[src/rtl/float_mul_seq.sv]
// float_mul_seq: sequential IEEE-754 single-precision multiplier with operation_nd/operation_rfd/rdy handshake
// Ports: clk, rst (async, active-low); a, b operands captured on operation_nd while operation_rfd;
//        result/underflow/overflow/invalid_op held until the next completion, rdy pulses one cycle when they update.
// Build option: FMUL_FAST_MUL_EN selects a single-cycle combinational mantissa multiply instead of 24-step shift-add.
module float_mul_seq #(
  parameter int SF_WIDTH = 32
) (
  input  logic                clk,
  input  logic                rst,
  input  logic [SF_WIDTH-1:0] a,
  input  logic [SF_WIDTH-1:0] b,
  input  logic                operation_nd,
  output logic                operation_rfd,
  output logic [SF_WIDTH-1:0] result,
  output logic                underflow,
  output logic                overflow,
  output logic                invalid_op,
  output logic                rdy
);
  typedef enum logic [2:0] {IDLE, UNPACK, MUL, NORM_RND, DONE} state_t;
  localparam logic [2:0] SP_NONE = 3'd0, SP_INV = 3'd1, SP_QNAN = 3'd2, SP_INF = 3'd3, SP_ZERO = 3'd4;
  state_t              state_q, state_d;
  logic [31:0]         a_q, a_d, b_q, b_d, result_q, result_d;
  logic [23:0]         ma_q, ma_d, mb_q, mb_d;
  logic [47:0]         acc_q, acc_d;
  logic signed [9:0]   exp_q, exp_d;
  logic                sign_q, sign_d, uf_q, uf_d, of_q, of_d, inv_q, inv_d, rdy_q, rdy_d;
  logic [2:0]          spec_q, spec_d;
  logic [22:0]         frac_q, frac_d;
`ifndef FMUL_FAST_MUL_EN
  logic [4:0]          cnt_q, cnt_d;
  logic [24:0]         step_sum;
  assign step_sum = {1'b0, acc_q[47:24]} + {1'b0, ma_q[0] ? mb_q : 24'h0};
`endif
  logic [7:0]  ea, eb;
  logic        za, zb, ia, ib, qa, qb, sa, sb;
  logic [2:0]  spec_c;
  assign ea = a_q[30:23];
  assign eb = b_q[30:23];
  // denormals share the exponent-zero class and are flushed like zero
  assign za = ea == 8'h00;
  assign zb = eb == 8'h00;
  assign ia = ea == 8'hFF && a_q[22:0] == 23'h0;
  assign ib = eb == 8'hFF && b_q[22:0] == 23'h0;
  assign qa = ea == 8'hFF && a_q[22];
  assign qb = eb == 8'hFF && b_q[22];
  assign sa = ea == 8'hFF && !a_q[22] && a_q[21:0] != 22'h0;
  assign sb = eb == 8'hFF && !b_q[22] && b_q[21:0] != 22'h0;
  assign spec_c = (sa | sb) ? SP_INV :
                  (qa | qb) ? SP_QNAN :
                  ((za & ib) | (ia & zb)) ? SP_INV :
                  (ia | ib) ? SP_INF :
                  (za | zb) ? SP_ZERO : SP_NONE;
  logic              hi, g, r, s, up;
  logic [23:0]       mant;
  logic [24:0]       rnd;
  logic signed [9:0] exp_n;
  logic [22:0]       frac_n;
  assign hi     = acc_q[47];
  assign mant   = hi ? acc_q[47:24] : acc_q[46:23];
  assign g      = hi ? acc_q[23] : acc_q[22];
  assign r      = hi ? acc_q[22] : acc_q[21];
  assign s      = hi ? |acc_q[21:0] : |acc_q[20:0];
  assign up     = g & (r | s | mant[0]);
  assign rnd    = {1'b0, mant} + {24'h0, up};
  // a rounding carry-out leaves 1.000..0, so the fraction is simply the shifted value
  assign exp_n  = exp_q + $signed({9'h0, hi}) + $signed({9'h0, rnd[24]});
  assign frac_n = rnd[24] ? rnd[23:1] : rnd[22:0];
  logic ovf, unf;
  assign ovf = exp_q >= 10'sd255;
  assign unf = exp_q <= 10'sd0;
  always_comb begin
    state_d  = state_q;
    a_d      = a_q;
    b_d      = b_q;
    ma_d     = ma_q;
    mb_d     = mb_q;
    acc_d    = acc_q;
    exp_d    = exp_q;
    sign_d   = sign_q;
    spec_d   = spec_q;
    frac_d   = frac_q;
    result_d = result_q;
    uf_d     = uf_q;
    of_d     = of_q;
    inv_d    = inv_q;
    rdy_d    = 1'b0;
`ifndef FMUL_FAST_MUL_EN
    cnt_d    = cnt_q;
`endif
    case (state_q)
      IDLE: if (operation_nd) begin
        a_d     = a;
        b_d     = b;
        state_d = UNPACK;
      end
      UNPACK: begin
        ma_d    = {1'b1, a_q[22:0]};
        mb_d    = {1'b1, b_q[22:0]};
        sign_d  = a_q[31] ^ b_q[31];
        exp_d   = $signed({2'b00, ea}) + $signed({2'b00, eb}) - 10'sd127;
        spec_d  = spec_c;
        acc_d   = 48'h0;
`ifndef FMUL_FAST_MUL_EN
        cnt_d   = 5'd0;
`endif
        state_d = MUL;
      end
      MUL: begin
`ifdef FMUL_FAST_MUL_EN
        acc_d   = {24'h0, ma_q} * {24'h0, mb_q};
        state_d = NORM_RND;
`else
        // right-shifting accumulator: after 24 steps acc holds ma*mb
        acc_d   = {step_sum, acc_q[23:1]};
        ma_d    = ma_q >> 1;
        cnt_d   = cnt_q + 5'd1;
        state_d = cnt_q == 5'd23 ? NORM_RND : MUL;
`endif
      end
      NORM_RND: begin
        exp_d   = exp_n;
        frac_d  = frac_n;
        state_d = DONE;
      end
      DONE: begin
        result_d = (spec_q == SP_INV || spec_q == SP_QNAN) ? 32'h7FC00000 :
                   (spec_q == SP_INF || (spec_q == SP_NONE && ovf)) ? {sign_q, 8'hFF, 23'h0} :
                   (spec_q == SP_ZERO || (spec_q == SP_NONE && unf)) ? {sign_q, 31'h0} :
                   {sign_q, exp_q[7:0], frac_q};
        of_d     = spec_q == SP_NONE && ovf;
        uf_d     = spec_q == SP_NONE && unf;
        inv_d    = spec_q == SP_INV;
        rdy_d    = 1'b1;
        state_d  = IDLE;
      end
      default: state_d = IDLE;
    endcase
  end
  always_ff @(posedge clk or negedge rst) begin
    if (!rst) begin
      state_q  <= IDLE;
      a_q      <= '0;
      b_q      <= '0;
      ma_q     <= '0;
      mb_q     <= '0;
      acc_q    <= '0;
      exp_q    <= '0;
      sign_q   <= 1'b0;
      spec_q   <= SP_NONE;
      frac_q   <= '0;
      result_q <= '0;
      uf_q     <= 1'b0;
      of_q     <= 1'b0;
      inv_q    <= 1'b0;
      rdy_q    <= 1'b0;
`ifndef FMUL_FAST_MUL_EN
      cnt_q    <= '0;
`endif
    end else begin
      state_q  <= state_d;
      a_q      <= a_d;
      b_q      <= b_d;
      ma_q     <= ma_d;
      mb_q     <= mb_d;
      acc_q    <= acc_d;
      exp_q    <= exp_d;
      sign_q   <= sign_d;
      spec_q   <= spec_d;
      frac_q   <= frac_d;
      result_q <= result_d;
      uf_q     <= uf_d;
      of_q     <= of_d;
      inv_q    <= inv_d;
      rdy_q    <= rdy_d;
`ifndef FMUL_FAST_MUL_EN
      cnt_q    <= cnt_d;
`endif
    end
  end
  assign operation_rfd = state_q == IDLE;
  assign result        = result_q;
  assign underflow     = uf_q;
  assign overflow      = of_q;
  assign invalid_op    = inv_q;
  assign rdy           = rdy_q;
endmodule

[config.mk]
export PLATFORM = sky130hd
export DESIGN_NAME = float_mul_seq
export DESIGN_NICKNAME = d
export VERILOG_FILES = /design/src/rtl/float_mul_seq.sv
export SDC_FILE = /design/constraint.sdc
export NUM_CORES = 1
export LEC_CHECK = 0
export ABC_AREA = 1
export ABC_CLOCK_PERIOD_IN_PS = 9450
export CELL_PAD_IN_SITES_DETAIL_PLACEMENT = 1
export CELL_PAD_IN_SITES_GLOBAL_PLACEMENT = 2
export CORE_ASPECT_RATIO = 1.75
export CORE_MARGIN = 2
export CORE_UTILIZATION = 37
export CTS_BUF_LIST = sky130_fd_sc_hd__clkbuf_4 sky130_fd_sc_hd__clkbuf_8 sky130_fd_sc_hd__clkbuf_16
export DETAILED_ROUTE_END_ITERATION = 10
export PLACE_DENSITY_LB_ADDON = 0.05
export RECOVER_POWER = 25
export SETUP_SLACK_MARGIN = 0.05
export SYNTH_ARGS = -nofsm -noshare
export SYNTH_HDL_FRONTEND = slang
export SYNTH_SLANG_ARGS = --single-unit
[constraint.sdc]
create_clock -name clk -period 9.45 [get_ports clk]
set_input_delay 1.89 -clock clk [delete_from_list [all_inputs] [get_ports clk]]
set_output_delay 1.89 -clock clk [all_outputs]
set_load 0.05 [all_outputs]
==> PnR_summary.wiki <==
{| class="wikitable"
! Metric !! Value
|-
| Wirelength, routed || roughly 39000 um
|-
| Worst stage delay on the critical path || 0.87 ns
|-
| Number of primary I/O pins || 104
|-
| Crit path time final || 4.32 ns
|-
| Area of the core || 35100 um^2
|-
| Number of buffers added by the clock tree synthesis step || 25
|-
| Worst hold path cell count || 2
|-
| Wire length of the first global-routing pass || 64600 um
|-
| Number of antenna repair diodes || 0
|-
| Post-CTS setup repair buffer count || 0
|-
| Wirelength per Cell || 17.2 um
|-
| Maximum number of pins on one net before global-route repair || 131
|-
| Cell taking the most area after synthesis || sky130_fd_sc_hd__dfrtp_1
|-
| Final setup violation count || 0
|-
| Arrival @ worst endpoint || ~2.4 ns
|-
| Type of element launching the critical path || register
|-
| Clock-pin slew on the worst setup and hold paths || 0.06 ns
|-
| Cell area after synthesis || approximately 13000 um^2
|-
| Count of input and output buffers || 103
|-
| Async set-reset flop share out of synthesis || 1.00
|-
| Top-count cell post-synth || sky130_fd_sc_hd__nand2_1
|-
| H-tree level count || 1
|-
| Clock root buffer || sky130_fd_sc_hd__clkbuf_16
|-
| Share of synthesized area spent on multiplexers || 0.00687
|-
| Die footprint || ~37000 um^2
|-
| Longest Clk Path Bufs || 3
|-
| Sequence of cells on the critical path || nor2_1, inv_1, nor2_1, clkdlybuf4s50_1
|-
| Main combinational cell family by area after synthesis || simple AND/OR/NAND/NOR gates
|-
| Average cell area after synthesis || 7.65 um^2
|-
| Via count of the first global-routing pass || ~12000
|-
| Top area cells in the synthesized netlist || sky130_fd_sc_hd__dfrtp_1 (46%), sky130_fd_sc_hd__nand2_1 (14%), sky130_fd_sc_hd__inv_1 (6.0%)
|-
| Distinct cell type count after synthesis || 47
|-
| Lkg Pwr || 7.48 nW
|-
| Number of stages on the worst setup path || 4
|-
| Instance count of the mapped netlist || 1715
|-
| TritonCTS sink count || 241
|-
| Summed negative setup slack over all endpoints || 0 ns
|-
| Post-cts hold buffer count || 0
|-
| Area fraction in compound gates after synthesis || 0.128
|-
| Hold Fails Final Rpt || 0
|-
| Vias post-DR || roughly 11000
|-
| Insertion delay of the later-clocked pin in the worst-skew pair || 0.55 ns
|-
| Critical path's slowest cell || sky130_fd_sc_hd__clkdlybuf4s50_1
|-
| Family with the most delay on the worst path || buffers and inverters
|-
| Leftover overflow at the end of global routing || 0
|-
| Clock tree from TritonCTS || yes
|-
| Placer congestion estimate || 0.925
|-
| Critical setup path kind || reg2out
|-
| Area growth from synthesis to layout || 17.2%
|-
| Register-to-register path setup slack || 5.28 ns
|-
| Top flip-flop cell by instance count after synthesis || sky130_fd_sc_hd__dfrtp_1
|-
| DRC Markers || 0
|-
| Nature of the critical path endpoint || primary output
|-
| Post-synth EDFFs || 0
|-
| Vert. Die Dim || 253 um
|-
| Final Slew Violations || about 80
|-
| Worst Min Path Start || result[2]
|-
| Transition time at the pin with the least slew margin || between 3 and 4 ns
|-
| Cell types with the highest counts after synthesis || sky130_fd_sc_hd__nand2_1 (476), sky130_fd_sc_hd__dfrtp_1 (241), sky130_fd_sc_hd__inv_1 (208)
|-
| Reg2reg path depth || 7
|-
| Xor and xnor area share after synthesis || 0.0107
|-
| Simple-gate share of the synthesized area || 0.264
|-
| Critical path's most frequent cell || sky130_fd_sc_hd__nor2_1
|-
| Number of core rows || 91
|-
| Fin nets || 1902
|-
| Total power || around 0.0052 W
|-
| Launch point of the worst reg-to-reg path || state_q[0]
|-
| Max frequency || 232 MHz
|-
| Hpwl dp || roughly 30000 um
|-
| Final critical-path share of the clock period || 0.457
|-
| Max Clock Skew || 0.0115 ns
|-
| Global-route usage over all layers || 0.218
|-
| Setup repair after global routing missed its margin || no
|-
| Syn_nets || 1827
|-
| Fraction of layout instances using a drive strength above 1 || 0.0553
|-
| WHS Endpoint || result[2]
|-
| Required time of the critical path || around 7.6 ns
|-
| Initial Util || 0.374
|-
| Number of antenna-violating nets in the routed design || 0
|-
| Iteration-0 DRC Markers || 332
|-
| Cts repair resizes || 0
|-
| Adder-cell area share of the yosys netlist || 0.0447
|-
| Worst hold path class || reg2reg
|-
| P per Cell Area || approximately 340 nW/um^2
|-
| Iteration count of the initial detailed-routing pass || 6
|-
| Largest voltage drop on the vdd net || 142 uV
|-
| CP Buf/Inv Count || 2
|-
| Peak fanout along the critical path || 7
|-
| Horizontal die dimension || approximately 150 um
|-
| Slew Limit Headroom || -1.16
|-
| Area share of the largest cell type after synthesis || 0.460
|-
| Antenna violations before repair || 0
|-
| Register bit count reported by yosys || 241
|-
| Capture instance of the worst register-to-register path || mb_q[13]
|-
| Number of max-cap violations || 1
|-
| Post-synthesis sequential area ratio || 0.460
|-
| Routed vias/inst || 4.99
|-
| Total of warnings raised by yosys || 0
|-
| Failing checks || capacitance limit, slew limit
|-
| Status || complete, but fails checks
|}
==> final cells by class <==
class                   instances  area (um^2)
multi-input cells            1194         5960
clock buffers                  31          689
clock inverters                14          180
fillers                      4391        19700
inverters                     218          821
flip-flops and latches        241         6030
repair buffers                110         1090
well taps                     465          582
==> registers in the layout, indices dropped and copies added, names as in the netlist, 3 cells and up <==
register  cells
acc_q        48
a_q          32
b_q          32
result       32
ma_q         24
mb_q         24
frac_q       23
exp_q        10
cnt_q         5
spec_q        3
state_q       3
==> cells by family (layout without fill, tap and decap cells) <==
group	after synthesis	in the layout
AO/OA/AOI/OAI	294	294
XOR/XNOR	16	16
adder cells (fa/ha/maj)	45	45
buffers and inverters	280	373
flip-flops	241	241
multiplexers	8	8
AND/OR/NAND/NOR	831	831
==> worst reg2reg max path: stages, from the launching register on <==
cell and delay, ns:
sky130_fd_sc_hd__dfrtp_1 0.43, sky130_fd_sc_hd__inv_1 0.07, sky130_fd_sc_hd__nor2_1 0.16, sky130_fd_sc_hd__inv_1 0.32, sky130_fd_sc_hd__nor2_1 0.19, sky130_fd_sc_hd__clkinv_1 0.10, sky130_fd_sc_hd__clkbuf_1 2.27, sky130_fd_sc_hd__o21ai_0 0.36
==> per-stage QoR <==
| stage | util | std cells | hold WS (ns) | instance area, um^2 | setup slack [ns] |
|---|---|---|---|---|---|
| floorplan | - | 1715 | 0.439 | 13100 | 6.28 |
| global placement | 0.414 | 2228 | 0.455 | 14500 | 5.40 |
| detailed placement | 0.414 | 2228 | 0.461 | 14500 | 5.37 |
| CTS | 0.438 | 2273 | 0.478 | 15400 | 5.10 |
| global route | 0.438 | 2273 | 0.505 | 15400 | 4.58 |
| finish | 0.438 | 2273 | 0.476 | 15400 | 5.13 |
==> routing by layer <==
layer,vias to the layer above,routed length (um),global-route usage
li1,5698,-,-
met1,5409,15100,0.240
met2,162,21500,0.426
met3,64,869,0.0191
met4,0,1500,0.0832
met5,-,0,0
==> placed cells by master (no fill, tap or decap), types with 2 or more instances in the layout <==
| cell | instances |
|---|---|
| sky130_fd_sc_hd__clkbuf_1 | 2 |
| sky130_fd_sc_hd__a22oi_1 | 4 |
| sky130_fd_sc_hd__o22ai_1 | 32 |
| sky130_fd_sc_hd__nor2_4 | 4 |
| sky130_fd_sc_hd__nand2_1 | 475 |
| sky130_fd_sc_hd__xor2_1 | 12 |
| sky130_fd_sc_hd__dfrtp_1 | 240 |
| sky130_fd_sc_hd__nand2_4 | 2 |
| sky130_fd_sc_hd__o21ai_1 | 6 |
| sky130_fd_sc_hd__clkdlybuf4s50_1 | 102 |
| sky130_fd_sc_hd__o211ai_1 | 26 |
| sky130_fd_sc_hd__clkbuf_8 | 3 |
| sky130_fd_sc_hd__a21oi_1 | 121 |
| sky130_fd_sc_hd__ha_1 | 42 |
| sky130_fd_sc_hd__bufinv_16 | 4 |
| sky130_fd_sc_hd__buf_4 | 4 |
| sky130_fd_sc_hd__fa_1 | 3 |
| sky130_fd_sc_hd__inv_2 | 6 |
| sky130_fd_sc_hd__o21ai_2 | 12 |
| sky130_fd_sc_hd__nand2_2 | 5 |
| sky130_fd_sc_hd__nor4_1 | 3 |
| sky130_fd_sc_hd__and2_1 | 2 |
| sky130_fd_sc_hd__nand3_1 | 101 |
| sky130_fd_sc_hd__a31oi_1 | 6 |
| sky130_fd_sc_hd__inv_1 | 210 |
| sky130_fd_sc_hd__clkbuf_4 | 3 |
| sky130_fd_sc_hd__mux2_2 | 8 |
| sky130_fd_sc_hd__or2_2 | 5 |
| sky130_fd_sc_hd__nor2_1 | 178 |
| sky130_fd_sc_hd__o21ai_0 | 75 |
| sky130_fd_sc_hd__a22o_1 | 2 |
| sky130_fd_sc_hd__xnor2_1 | 4 |
| sky130_fd_sc_hd__clkbuf_16 | 25 |
| sky130_fd_sc_hd__clkinv_2 | 7 |
| sky130_fd_sc_hd__nor2_2 | 2 |
| sky130_fd_sc_hd__nor3_1 | 20 |
| sky130_fd_sc_hd__o21bai_1 | 3 |
| sky130_fd_sc_hd__nand4_1 | 29 |
| sky130_fd_sc_hd__nand3b_1 | 2 |
==> how the worst max path moves through the flow <==
stage	start	end	slack, ns
CTS	state_q[1]	operation_rfd	5.10
global route	state_q[0]	ma_q[23]	4.58
finish	state_q[1]	operation_rfd	5.13
floorplan	state_q[1]	operation_rfd	6.28
detailed placement	operation_nd	a_q[31]	5.37
global placement	operation_nd	b_q[31]	5.40
==> power by group <==
| group | internal, W | switching, W | leakage [nW] | total, W |
|---|---|---|---|---|
| clock | 0.000627 | 0.000426 | 0.436 | 0.00105 |
| combinational | 0.000796 | 0.00161 | 4.07 | 0.00241 |
| sequential | 0.00146 | 0.000299 | 2.98 | 0.00176 |
| total | 0.00289 | 0.00234 | 7.48 | 0.00522 |
Note: power is estimated with default switching activity, not from simulation.
